## src/rtl/skid_pkg.sv

```systemverilog
`default_nettype none
// ============================================================================
// skid_pkg -- shared state encoding and default sizes for the skid stage
// Rev 1.0
// ============================================================================
package skid_pkg;

    localparam int SKID_WIDTH = 32;
    localparam int SKID_CNT_W = 16;

    typedef enum logic [1:0] {
        EMPTY = 2'd0,
        BUSY  = 2'd1,
        FULL  = 2'd2
    } skid_state_t;

endpackage
`default_nettype wire

```

## src/rtl/flopenr32.sv

```systemverilog
`default_nettype none
// ============================================================================
// flopenr32 -- enabled data register, synchronous active-low clear to zero
// Rev 1.0
// ============================================================================
module flopenr32
    import skid_pkg::*;
#(
    parameter int WIDTH = SKID_WIDTH
) (
    input  logic             clk,
    input  logic             rst,
    input  logic             en,
    input  logic [WIDTH-1:0] d,
    output logic [WIDTH-1:0] q
);

    always_ff @(posedge clk) begin
        if (!rst) begin
            q <= '0;
        end else if (en) begin
            q <= d;
        end
    end

endmodule
`default_nettype wire

```

## src/rtl/skid_reg32.sv

```systemverilog
`default_nettype none
// ============================================================================
// skid_reg32 -- two-entry valid/ready skid stage with a registered in_ready
// Optional stall counter enabled by defining STALL_CNT_EN.  Rev 1.0
// ============================================================================
module skid_reg32
    import skid_pkg::*;
#(
    parameter int WIDTH = SKID_WIDTH,
    parameter int CNT_W = SKID_CNT_W
) (
    input  logic             clk,
    input  logic             rst,
    input  logic             flush,
    input  logic             in_valid,
    input  logic [WIDTH-1:0] in_data,
    output logic             in_ready,
    output logic             out_valid,
    output logic [WIDTH-1:0] out_data,
    input  logic             out_ready
`ifdef STALL_CNT_EN
    ,
    output logic [CNT_W-1:0] stall_cnt
`endif
);

    skid_state_t      state;
    logic             accept;
    logic             pop;
    logic             en_out;
    logic             en_skid;
    logic [WIDTH-1:0] skid_data;
    logic [WIDTH-1:0] out_next;

    assign accept = in_valid && in_ready;
    assign pop    = out_valid && out_ready;

    // Data registers are frozen during flush so a word accepted then never surfaces.
    assign en_out  = !flush && (((state == EMPTY) && accept) ||
                                ((state == BUSY) && accept && pop) ||
                                ((state == FULL) && pop));
    assign en_skid = !flush && (state == BUSY) && accept && !pop;

    assign out_next = (state == FULL) ? skid_data : in_data;

    always_ff @(posedge clk) begin
        if (!rst || flush) begin
            state     <= EMPTY;
            out_valid <= 1'b0;
            in_ready  <= 1'b1;
        end else begin
            case (state)
                EMPTY: begin
                    if (accept) begin
                        state     <= BUSY;
                        out_valid <= 1'b1;
                    end
                end
                BUSY: begin
                    if (accept && !pop) begin
                        state    <= FULL;
                        in_ready <= 1'b0;
                    end else if (pop && !accept) begin
                        state     <= EMPTY;
                        out_valid <= 1'b0;
                    end
                end
                FULL: begin
                    if (pop) begin
                        state    <= BUSY;
                        in_ready <= 1'b1;
                    end
                end
                default: begin
                    state     <= EMPTY;
                    out_valid <= 1'b0;
                    in_ready  <= 1'b1;
                end
            endcase
        end
    end

    flopenr32 #(.WIDTH(WIDTH)) u_out_reg (
        .clk (clk),
        .rst (rst),
        .en  (en_out),
        .d   (out_next),
        .q   (out_data)
    );

    flopenr32 #(.WIDTH(WIDTH)) u_skid_reg (
        .clk (clk),
        .rst (rst),
        .en  (en_skid),
        .d   (in_data),
        .q   (skid_data)
    );

`ifdef STALL_CNT_EN
    // Saturating; flush intentionally leaves the count alone.
    always_ff @(posedge clk) begin
        if (!rst) begin
            stall_cnt <= '0;
        end else if (out_valid && !out_ready && (stall_cnt != {CNT_W{1'b1}})) begin
            stall_cnt <= stall_cnt + 1'b1;
        end
    end
`endif

endmodule
`default_nettype wire

```

## config.mk

```make
export PLATFORM = sky130hd
export DESIGN_NAME = skid_reg32
export DESIGN_NICKNAME = d
export VERILOG_FILES = /design/src/rtl/skid_pkg.sv /design/src/rtl/flopenr32.sv /design/src/rtl/skid_reg32.sv
export SDC_FILE = /design/constraint.sdc
export NUM_CORES = 1
export LEC_CHECK = 0
export ABC_CLOCK_PERIOD_IN_PS = 3950
export CORE_UTILIZATION = 47
export CTS_CLUSTER_SIZE = 30
export DETAILED_ROUTE_END_ITERATION = 8
export GPL_ROUTABILITY_DRIVEN = 0
export PLACE_DENSITY = 0.76
export SKIP_LAST_GASP = 1
export SLEW_MARGIN = 25
export SYNTH_ARGS = -nofsm -noshare
export SYNTH_HDL_FRONTEND = slang
export SYNTH_HIERARCHICAL = 1
export SYNTH_SLANG_ARGS = --single-unit
```

## constraint.sdc

```tcl
create_clock -name clk -period 3.95 [get_ports clk]
set_clock_uncertainty 0.05 [all_clocks]
set_input_delay 0.79 -clock clk [delete_from_list [all_inputs] [get_ports clk]]
set_output_delay 0.79 -clock clk [all_outputs]
set_load 0.02 [all_outputs]
```

== Word-level counts from Yosys, hierarchy flattened ==
Index checks and enable logic that the tools add are counted.

* Register bits: 68
* Bits of input ports: 37
* Logic and storage cells: 51

* Equal/unequal tests: 8
* Muxes and demuxes: 13
* Bitwise gates (word level): 2
* Reduce and logical (&&, ||, !) cells: 23

{| class="wikitable"
|+ Operators with widths
! kind !! count
|-
| $mux 32 || 1
|-
| $logic_and 1x1->1 || 12
|-
| $mux 2 || 4
|-
| $ne 2x2->1 const B || 3
|-
| $pmux 1 s3 || 2
|-
| $pmux 2 s3 || 1
|-
| $reduce_and 3->1 || 2
|-
| $mux 1 || 5
|-
| $logic_not 1->1 || 4
|-
| $ne 2x1->1 const B || 2
|-
| $reduce_and 4->1 || 1
|-
| $logic_or 1x1->1 || 3
|-
| $ne 3x1->1 const B || 1
|-
| $eq 2x1->1 const B || 1
|-
| $eq 2x2->1 const B || 1
|-
| $logic_not 2->1 || 1
|-
| $not 1->1 || 2
|}

== Logic depth before layout (Yosys ltp) ==
* Depth after elaboration: 6
* Mapped depth: 7

== By module ==
The synthesis kept the hierarchy.

{| class="wikitable"
|+ Modules (own cells, without submodules)
! module !! times used !! cells each !! area an instance (um2) !! seq. area each (um2)
|-
| flopenr32 || 2 || 103 || 1243.7 || 640.6
|-
| skid_reg32 || 1 || 65 || 794.5 || 80.1
|}

== Worst setup path before layout ==
No wires, ideal clock.

* Kind: input-to-reg
* Start: in out_ready
* End: reg u_out_reg.q[0]
* Arrival time: 1.720 ns
* Path slack: 2.064 ns
* Stages: 7
* Path through: nand2_2 -> a211oi_1 -> o21ba_2 -> buf_6 -> buf_12 -> mux2i_1 -> nor2b_1

* Longest elaborated chain between the ends: 5
* Elaborated cells on any way between the ends: 6

{| class="wikitable"
|+ RTL lines
! what !! RTL line !! RTL
|-
| start: declaration || skid_reg32.sv:20 || <nowiki>input logic out_ready</nowiki>
|-
| $logic_and 1x1->1 * || skid_reg32.sv:36 || <nowiki>assign pop = out_valid && out_ready;</nowiki>
|-
| $logic_and 1x1->1 || skid_reg32.sv:40 || <nowiki>((state == BUSY) && accept && pop) ||</nowiki>
|-
| $logic_or 1x1->1 || skid_reg32.sv:39 || <nowiki>assign en_out = !flush && (((state == EMPTY) && accept) ||</nowiki>
|-
| $logic_or 1x1->1 * || skid_reg32.sv:40 ||
|-
| $logic_and 1x1->1 * || skid_reg32.sv:39 ||
|-
| via en_out || skid_reg32.sv:30 || <nowiki>logic en_out;</nowiki>
|-
| end signal: assignment || flopenr32.sv:20 || <nowiki>q <= '0;</nowiki>
|-
| end signal: assignment || flopenr32.sv:22 || <nowiki>q <= d;</nowiki>
|-
| end: declaration || flopenr32.sv:15 || <nowiki>output logic [WIDTH-1:0] q</nowiki>
|}

The timed path passes the listed nets; every way through them passes the cells marked *.
A chain may end at the register's enable or synchronous reset.

== Worst setup path after layout ==
* Start: in out_ready
* End: reg u_out_reg.q[13]

The elaborated chain is that of the path after synthesis.

==> results.md <==
- The clock tree from TritonCTS is yes.
- The post-layout minimum cycle time is 2.63 ns.
- Measured against its own limit, the worst slew margin works out to 0.471.
- The synthesized flop and latch total is 68.
- For this run, the total global-route usage over all layers was measured as 0.171.
- Synthesis produced 271 cells.
- The global-route congestion overflow total is 0.
- The count of buffers inserted at the top-level ports is 70.
- The net switching power figure is 358 uW.
- The boundary pin count is 71.
- The wire-length estimate of the detail-placed layout is 3.87 mm.
- Setup slack on the worst reg-to-reg path comes out at 1.63 ns.
- Wires add up to 5.94 mm.
- The number of antenna violations at the first check in global routing was 0.
- The complex-gate fraction of the synthesized area is 0.0183.
- The category of the most critical setup path is in -> reg.
- The worst-path cell with the longest stage delay is o21ba_2.
- Of the total synthesized cell area, the portion taken by AND, OR, NAND and NOR gates is 0.157.
- The main combinational cell family by area after synthesis is multiplexers.
- The length of the first detailed-routing pass in iterations is 4.
- The kind of end point of the critical path is a register.
- The first-pass GRT wire length is roughly 9.7 mm.
- Setup repair after global routing left no endpoint under its margin.
- The number of placed cells counting well taps is approximately 410.
- Of the total synthesized cell area, the portion taken by XOR and XNOR cells is 0.
- For this configuration, the core starts out at a cell density of 0.486.
- The highest cell delay on the worst timing path is 0.58 ns.
- The run finished with clean final reports.
- Entering global routing, the biggest net connects 66 pins.
- The class of the most critical hold timing path is reg -> reg.
- The number of global-route vias before repair is ~2100.
- The transition time at the pin with the least slew margin is around 0.8 ns.
- The worst hold path begins at u_skid_reg/q[23].
- The hold violation count in the final report is 0.
- The number of setup buffers added after CTS is 0.
- The number of failing setup endpoints in the final timing report is 0.
- The number of max-slew violations in the final report was 0.
- The worst setup path is launched from an input pin.
- Of the total power, the clock network draws 0.381.
- Summing over every cut layer, the via total after detailed routing is 2131.
- The worst register-to-register path has a depth of 5.
- The synthesis-to-finish area growth is 24.9%.
- The filler cells instantiated in the layout total approximately 540.
- The number of antenna diodes in the final layout is 0.
- The later pin in the worst-skew pair is clocked with a latency of 0.34 ns.
- The cell chosen for the clock root is clkbuf_8.
- Of the cells placed in the final design, the portion with a size suffix greater than 1 is 0.172.
- The level count of the clock H-tree is 3.
- Clock tree synthesis found a total of 68 sinks.
- Walking the worst path, the cells encountered are clkdlybuf4s50_1 -> nand2_2 -> a211oi_1 -> o21ba_2 -> buf_12 -> mux2i_1 -> nor2b_1.
- The number of nets still failing antenna checks after routing is 0.
- Of the total power, the share spent switching nets is 0.235.
- Of the total synthesized cell area, the portion taken by full adders, half adders and majority gates is 0.
- The internal cell power is 1160 uW.
- The endpoint of the most critical register-to-register path is u_out_reg/q[31].
- The count of standard-cell rows is 30.
- The timing-limited maximum frequency is 0.380 GHz.
- The hold buffer count at cts is 0.
- The mean number of vias per cell is ~5.0.
- The worst-case IR drop observed on VDD is 228 uV.
- The number of warnings printed during yosys synthesis is 6.
- The total negative setup slack is 0 ns.
- For this run, design rule violations remaining after detail routing come to 0.
- In this run, the number of DRC markers left after iteration 0 of detailed routing was between 50 and 60.
- The register area share after synthesis is 0.415.
- The count of maximum capacitance violations is 0.
- Of the total power, combinational logic draws 0.143.
- Of the total power, registers draw 0.476.
- The post-detailed-route wirelength per cell is 14.0 microns.
- A synthesized cell averages 12.1 sq um.
- The clock-pin slew on the worst setup and hold paths is 0.08 ns.
- The net count reported at finish is 376.
- The cell depth of the worst hold path is 2.
- The number of nets in the synthesized netlist is 308.
- The multiplexer fraction of the synthesized cell area is 0.338.
- After floorplanning, the core was sized to cover 6760 sq um.
- The reg-to-reg critical path startpoint is state[1].
- The number of buffers created by CTS is 9.
- The cell area power density is 371 nW/um^2.
- The static leakage power is 0.00147 uW.
- The die covers 7320 sq um.
- The hold-critical path endpoint is u_skid_reg/q[23].
- The netlist uses 29 different library cells.
- In this run the deepest clock path goes through 2 buffers.
- STA puts the critical path data required time at 4.14 ns.
- The final clock period utilization by the worst path is 0.666.
- In this run the worst path has a maximum fanout of 17.
- The number of standard cells in the layout, taps in and fillers out is approximately 420.
- The number of cells upsized or downsized after cts is 0.
- Summing every instance area after synthesis gives 3280 sq um.
- The die is ~86 microns wide.
- Data on the critical path arrives at its endpoint at approximately 2.8 ns.
- The die span in y is 85.6 microns.
[worst max path at each step]
stage / startpoint / end / cells after the start
after floorplan: out_ready / u_out_reg/q[0] / 7
after global placement: out_ready / u_out_reg/q[31] / 7
after detailed placement: out_ready / u_out_reg/q[14] / 7
after CTS: out_ready / u_out_reg/q[13] / 7
after global routing: out_ready / u_out_reg/q[14] / 7
final: out_ready / u_out_reg/q[13] / 7
[area by class of cell]
cell class | instances | area [sq um] | share of cell area
multi-input cells | 185 | 1690 | 0.412
well taps | 80 | 100 | 0.0244
repair buffers | 75 | 746 | 0.182
flip-flops and latches | 68 | 1360 | 0.332
clock buffers | 12 | 155 | 0.0378
clock inverters | 4 | 47.5 | 0.0116
[worst max-delay path: cells and delay by family]
family                 cells  cell delay, ns
AO/OA/AOI/OAI              2            0.83
multiplexers               1            0.23
AND/OR/NAND/NOR            2            0.17
buffers and inverters      2            0.78
[cells by family (layout without fill, tap and decap cells)]
| family | after synthesis | count (layout) |
|---|---|---|
| buffers and inverters | 18 | 91 |
| AOI/OAI and AO/OA | 9 | 9 |
| and+or+nand+nor | 80 | 80 |
| DFF | 68 | 68 |
| muxes | 96 | 96 |
[flip-flops by register name, indices dropped and copies added (netlist names)]
register / flops
in_ready: 1
u_skid_reg/q: 32
state: 2
out_valid: 1
u_out_reg/q: 32
[power by group through the flow]
stage	combinational (uW)	sequential (uW)	clock [uW]
finish	218	724	580
detailed placement	219	740	0
floorplan	117	759	0
global placement	216	740	0
CTS	220	724	594
global route	233	727	621
[layer usage]
metal / wire (microns) / share of wire / up-vias / global-route usage
li1: - / - / 1064 / -
met4: 107 / 0.018 / 0 / 0.0727
met3: 316 / 0.053 / 10 / 0.0568
met2: 2820 / 0.47 / 59 / 0.277
met5: 0 / 0 / - / 0
met1: 2700 / 0.45 / 998 / 0.209
[synthesized netlist by cell type]
cell type / count / area, sq um
mux2_2: 3 / 33.8
nand2b_1: 1 / 6.26
and3_1: 1 / 6.26
and3b_1: 1 / 8.76
mux2_4: 29 / 435
a21o_1: 1 / 7.51
dfxtp_1: 68 / 1360
o21ba_2: 1 / 10.0
and4b_1: 1 / 10.0
nand2_2: 1 / 6.26
a211oi_1: 1 / 7.51
and4bb_2: 1 / 12.5
and2b_1: 1 / 7.51
a21oi_1: 2 / 10.0
nor2b_2: 1 / 8.76
mux2i_1: 64 / 641
or4b_1: 1 / 10.0
nor2b_1: 65 / 407
o31a_1: 1 / 8.76
nand3_1: 1 / 5.00
nor2_1: 1 / 3.75
buf_6: 3 / 33.8
buf_12: 9 / 180
nand2_1: 2 / 7.51
nand4_1: 1 / 6.26
clkbuf_1: 6 / 22.5
and2b_2: 1 / 8.76
a31oi_1: 1 / 6.26
o21ai_0: 2 / 10.0
[placed cells by master (no fill, tap or decap), types with 2 or more instances in the layout]
| cell | n |
|---|---|
| mux2_4 | 29 |
| nor2b_1 | 65 |
| clkinv_2 | 2 |
| buf_4 | 4 |
| nand2_1 | 2 |
| clkbuf_8 | 11 |
| dfxtp_1 | 68 |
| o21ai_0 | 2 |
| mux2i_1 | 64 |
| clkdlybuf4s50_1 | 69 |
| a21oi_1 | 2 |
| mux2_2 | 3 |
[through the flow]
step	hold WS (ns)	total power [uW]	utilization	worst slack, ns	cell area, sq um
4_1_cts	0.469	1540	0.607	1.33	4100
2_1_floorplan	0.427	876	-	2.06	3280
5_1_grt	0.488	1580	0.607	1.22	4100
6_report	0.466	1520	0.607	1.32	4100
3_5_place_dp	0.449	959	0.577	0.968	3900
3_3_place_gp	0.442	956	0.577	1.04	3900
(Power assumes the default switching activity.)
